<file path="config.mk">
export PLATFORM = sky130hd
export DESIGN_NAME = fetch_ctrl
export DESIGN_NICKNAME = d
export VERILOG_FILES = /design/src/rtl/fetch_ctrl.sv
export SDC_FILE = /design/constraint.sdc
export NUM_CORES = 1
export LEC_CHECK = 0
export BUFFER_PORTS_ARGS = -buffer_cell sky130_fd_sc_hd__buf_2
export CAP_MARGIN = 10
export CORE_MARGIN = 2
export CORE_UTILIZATION = 45
export CTS_BUF_LIST = sky130_fd_sc_hd__clkbuf_4 sky130_fd_sc_hd__clkbuf_8
export DETAILED_ROUTE_END_ITERATION = 7
export MAX_ROUTING_LAYER = met4
export PLACE_DENSITY = 0.73
export SYNTH_ARGS = -nofsm -noshare
export SYNTH_HDL_FRONTEND = slang
export SYNTH_SLANG_ARGS = --single-unit
</file>
<file path="constraint.sdc">
create_clock -name clk -period 22.6 [get_ports clk]
set_input_delay 3.39 -clock clk [delete_from_list [all_inputs] [get_ports clk]]
set_output_delay 3.39 -clock clk [all_outputs]
set_load 0.01 [all_outputs]
</file>
<file path="src/rtl/fetch_ctrl.sv">
// rtl/fetch_ctrl.sv - IF-stage fetch controller with show-ahead prefetch queue and redirect flush
module fetch_ctrl #(
    parameter int          DEPTH      = 4,
    parameter logic [31:0] RESET_PC   = 32'h0000_0000,
    parameter int          IMEM_WORDS = 64
) (
    input  logic        clk,
    input  logic        reset,
    output logic [31:0] imem_addr,
    input  logic [31:0] imem_rd,
    input  logic        redirect_valid,
    input  logic [31:0] redirect_pc,
    input  logic        if_ready,
    output logic        if_valid,
    output logic [31:0] if_instr,
    output logic [31:0] if_pc,
    output logic        fetch_fault
);

    localparam int            PW     = $clog2(DEPTH);
    localparam logic [PW:0]   QFULL  = (PW+1)'(DEPTH);
    localparam logic [29:0]   WLIMIT = 30'(IMEM_WORDS);

    logic [31:0]   fetch_pc;
    logic [PW-1:0] rd_ptr;
    logic [PW-1:0] wr_ptr;
    logic [PW:0]   count;
    logic          fault;
    logic [31:0]   q_pc    [DEPTH];
    logic [31:0]   q_instr [DEPTH];

    logic empty;
    logic out_of_range;
    logic pop;
    logic push;

    assign empty        = (count == '0);
    assign out_of_range = (fetch_pc[31:2] >= WLIMIT);
    assign pop          = ~empty & if_ready & ~redirect_valid;
    // A full queue may still accept a word in the same cycle its head is consumed.
    assign push         = ~redirect_valid & ~fault & ~out_of_range & ((count != QFULL) | pop);

    assign imem_addr   = fetch_pc;
    assign fetch_fault = fault;
    assign if_valid    = ~empty & ~redirect_valid;
    assign if_instr    = empty ? 32'h0 : q_instr[rd_ptr];
    assign if_pc       = empty ? 32'h0 : q_pc[rd_ptr];

    always_ff @(posedge clk) begin
        if (reset) begin
            fetch_pc <= RESET_PC;
            rd_ptr   <= '0;
            wr_ptr   <= '0;
            count    <= '0;
            fault    <= 1'b0;
        end else if (redirect_valid) begin
            fetch_pc <= redirect_pc;
            rd_ptr   <= wr_ptr;
            count    <= '0;
            fault    <= |redirect_pc[1:0];
        end else begin
            if (out_of_range && !fault) begin
                fault <= 1'b1;
            end
            if (push) begin
                wr_ptr   <= wr_ptr + 1'b1;
                fetch_pc <= fetch_pc + 32'd4;
            end
            if (pop) begin
                rd_ptr <= rd_ptr + 1'b1;
            end
            if (push && !pop) begin
                count <= count + 1'b1;
            end else if (pop && !push) begin
                count <= count - 1'b1;
            end
        end
    end

    // Queue payload needs no reset: entries are only read while count is non-zero.
    always_ff @(posedge clk) begin
        if (!reset && push) begin
            q_pc[wr_ptr]    <= fetch_pc;
            q_instr[wr_ptr] <= imem_rd;
        end
    end

endmodule

</file>
# Word-level counts from Yosys, hierarchy flattened
# Memories as Yosys holds them, arrays and structs flattened. A register that Yosys moved wholly into a read port is not among the register bits.
# Cells that the tools add are included.
# op_classes
n_addsub	5
n_lt_le_gt_ge	1
eq_ne	1
mux	16
n_bitwise	11
reduce_logical	16
# op_table
op	count
2-to-1 mux 32 bit	4
adder 32 x 3 -> 32 bit, second input constant	1
greater-or-equal comparator 30 x 7 -> 1 bit, second input constant	1
2-to-1 mux 2 bit	6
nonzero test 2 bit	4
AND 1 bit	6
2-to-1 mux 3 bit	2
adder 2 x 1 -> 2 bit, second input constant	2
logical AND 1 bit	4
zero test 1 bit	4
2-to-1 mux 1 bit	4
NOT 1 bit	4
OR reduction 2 bit	2
adder 3 x 1 -> 3 bit, second input constant	1
zero test 3 bit	1
inequality test 3 bit, second input constant	1
subtractor 3 x 1 -> 3 bit, second input constant	1
AND reduction 2 bit	1
bitwise OR 1 bit	1
# totals
regBits	40
ramBits	256
output_inout_bits	98
elab_cells	57
n_memories	2
# memory_table
name	depth	width	rd	rd_clocked_by_memory_dff	write_ports	line_no	text
q_instr	4	32	1	1	1	30	logic [31:0] q_instr [DEPTH];
q_pc	4	32	1	1	1	29	logic [31:0] q_pc [DEPTH];

# Depth between registers and ports, before layout
# depth
ltp_word	10
mapped_depth	12
mapped_depth_nobuf	11

# Worst setup path before layout
# OpenSTA, ideal clock, no wires.
# synth_timing
path_type	in2reg
start	in redirect_valid
end	mem q_instr[1][0], enable pin
arrival_ns	8.830
slack_ns	13.192
path_stages	5
n_path_buf	1
cell_sequence	nor4_1 -> and3_1 -> buf_2 -> nand3_2 -> nor3b_1
# synth_via
elab_chain_len	7
elab_cells_between_ends	9
classes_between	mux: 2; bitwise: 6; reduce/logical: 1
# synth_rtl
element	line_no	text
start, declared	11	input logic redirect_valid,
NOT 1 bit (no line) (*)	-	
AND 1 bit (on tied branches)	41, 39	
AND 1 bit or bitwise OR 1 bit (tied branches)	41	assign push = ~redirect_valid & ~fault & ~out_of_range & ((count != QFULL) | pop);
AND 1 bit (*)	41	
logical AND 1 bit (*)	82	if (!reset && push) begin
2-to-1 mux 1 bit (*)	82	
2-to-1 mux 1 bit (implied by the code) (*)	84	q_instr[wr_ptr] <= imem_rd;
end, declared	30	
# Mark *: on every way between the ends. The rest lies on a longest branch, timed or not.

# Final worst setup path
# layout_timing
start	in redirect_valid
end	out if_valid
# layout_via
elab_chain_len	2
# layout_rtl
element	line_no	text
NOT 1 bit (no line)	-	
AND 1 bit	45	assign if_valid = ~empty & ~redirect_valid;
end, declared	14	output logic if_valid,
# No other way between the ends.

==> run_results.csv <==
group,metric,value,unit
yosys,async_flop_share,0,%
yosys,synth-simple-area-share,7.23,%
placement,dpl.hpwl,13800,um
detailed_routing,ant_nets,0,
yosys,synth_edf_count,256,
global_route,grt_pass1_wl,34800,um
yosys,netlist_instances,617,
sta,layout_setup_ws,14910,ps
finish,area_growth,18.8,%
yosys,synth_fa_ha_area_share,0.927,%
yosys,synth.distinct_cells,36,
worst_setup_path,worst_setup_path_start_kind,"primary input",
global_route,grt_start_max_net_pins,65,
yosys,synth_common_cells,"edfxtp_1, nor2b_1, mux4_2",
placement,port_buffers,165,
yosys,synthMuxAreaShare,14.7,%
finish,drive_gt1_share,40.0,%
yosys,synth_nets,693,
yosys,ys_ff_latch,298,
pwr,p_per_area,81.1,mW/mm^2
yosys,ys.flop_type,"edfxtp_1",
global_route,grt_pass1_vias,6084,
worst_setup_path,cp_data_required_time,19210,ps
finish,nets,881,
detailed_routing,vias,6165,
yosys,seq_area_frac_synth,73.4,%
placement,dpl_worst_slack,14890,ps
worst_setup_path,cp_data_arrival_time,4300,ps
sta,tns,0,ps
floorplan,die_w,165,um
sta,setup_viol,0,
pwr,peakVddDrop,35.1,uV
detailed_routing,vias_per_cell,5.25,
sta,drv_slew,0,
worst_setup_path,end_kind,"output pin",
yosys,avgSynthCellArea,18.8,um^2
worst_hold_path,hold_class,"flop to flop",
detailed_routing,wl_per_cell,19.9,um
worst_setup_path,cp_max_fo,47,
global_route,grt_overflow,0,
yosys,ys_top_cells_by_area,"edfxtp_1, mux4_2, dfxtp_1",
sta,fin_skew,16.2,ps
clock_tree,htreeDepth,2,
clock_tree,root_buffer,"clkbuf_8",
sta,hold_violations,0,
sta,worst_pin_slew,1020,ps
clock_tree,clk_latency,550,ps
yosys,ys_warn_count,0,
detailed_routing,drtPass1Iterations,4,
clock_tree,clkTransAtPathRegs,60,ps
floorplan,core,0.0253,mm^2
global_route,antenna_found_initial,0,
detailed_routing,drc_errors,0,
detailed_routing,drt-total-wl,23400,um
finish,fin_cells,1175,
worst_setup_path,critPathKind,"primary input to output pin",
yosys,synth_xor_area_share,0.377,%
run_status,status,"complete, no violations",
sta,hold_ws,512,ps
sta,slew_headroom,32.2,%
placement,gp_congestion,0.727,
floorplan,start_util,46.0,%
yosys,yosys.area.top_type,"edfxtp_1",
sta,rsz0062_at_grt,"false",
clock_tree,cts_buffers,47,
floorplan,row_count,58,
job,maxCapViolations,0,
clock_tree,cts_setup_buffers,0,
sta,period_needed,7690,ps
floorplan,fp.dieH,165,um
clock_tree,post_cts_resized,0,
pwr,power.leakage,4.91,nW
floorplan,die_area,0.0271,mm^2
clock_tree,cts_hold_buf,0,
floorplan,io_pins,166,
pwr,total_power,1.12,mW
placement,dp.cells,1086,
sta,timing.final.crit_share,34.0,%
yosys,synth_top_area_share,66.2,%
detailed_routing,drt_iter0_drc,462,
global_route,grt.total_usage,17.6,%
sta,fmax,0.130,GHz
clock_tree,cts_tree,"done",
clock_tree,cts.sinks,298,
clock_tree,max-clock-path-buffers,3,
yosys,synthesis.area,0.0116,mm^2
yosys,synth_top_family_by_area,"multiplexers",
yosys,synth_most_common_cell,"edfxtp_1",
yosys,synth_compound_area_share,1.67,%
-- where the power goes --
part / total [mW] / internal (mW) / switching (mW) / leakage, nW
Sequential: 0.612 / 0.601 / 0.0108 / 2.65
Combinational: 0.0446 / 0.0233 / 0.0213 / 1.73
Clock: 0.463 / 0.265 / 0.198 / 0.532
-- cell families after synthesis --
logic type	count (synthesis)
AOI/OAI and AO/OA	24
adders and majority gates	8
buffers and inverters	44
and+or+nand+nor	147
DFF	298
muxes	91
xor gates and xnor gates	5
-- state kept, by name (all words and copies together), names as in the netlist, named ones only --
| signal | count |
|---|---|
| count | 3 |
| fetch_fault | 1 |
| imem_addr | 32 |
| q_instr | 128 |
| q_pc | 128 |
| rd_ptr | 2 |
| wr_ptr | 2 |
-- placed cells by master, fill, tap and decap left out, drive strengths merged --
cell      instances
mux2i            27
nor2b            66
xnor2             3
clkinv            8
dfxtp            42
o41a              3
edfxtp          256
clkinvlp          2
nand3             6
diode             1
nand4             7
buf             175
o31ai             4
nor3b             4
nor2             38
bufinv            1
a31oi             3
fa                1
a21oi             4
and4              1
nor4              9
nor3              5
a221oi            1
nand2             5
o311ai            4
clkbuf           76
ha                7
a211oi            3
a2111oi           2
inv               9
and3              3
nand2b            3
xor2              2
mux4             64
-- final timing paths --
kind | start | to | slack [ps] | depth (start not counted)
setup reg to reg | imem_addr[21]$_SDFFE_PP0P_ | q_pc[2][29]$_DFFE_PP_ | 19610 | 5
hold / removal | wr_ptr[0]$_SDFFE_PP0P_ | wr_ptr[0]$_SDFFE_PP0P_ | 510 | 2
setup / recovery | redirect_valid | if_valid | 14910 | 4
hold reg to reg | wr_ptr[0]$_SDFFE_PP0P_ | wr_ptr[0]$_SDFFE_PP0P_ | 510 | 2
-- worst max-delay path, cell delays in order --
cell and delay, ps:
buf_2 70, buf_4 560, nor2_1 110, buf_2 160
-- per-stage QoR --
| step | cell area, um^2 | util, % |
|---|---|---|
| after global routing | 13800 | 54.6 |
| final | 13800 | 54.6 |
| after detailed placement | 12800 | 50.7 |
| after floorplan | 11600 | - |
| after CTS | 13800 | 54.6 |
| after global placement | 12800 | 50.7 |
-- per-layer routing --
metal | share of wire [%] | GRT usage [%]
met1 | 44 | 24.6
met2 | 47 | 27.0
met3 | 6.7 | 3.31
met4 | 1.6 | 4.74
met5 | 0 | -
-- area by class of cell --
type                            instances  area [um^2]
Tap cell                              330          413
Multi-Input combinational cell        275         2920
Timing Repair Buffer                  175          901
Clock inverter                         12         91.3
Clock buffer                           76          902
Sequential cell                       298         8540
Fill cell                            2006        11500
Antenna cell                            1         2.50
Inverter                                8         30.0
(Power assumes the default switching activity.)
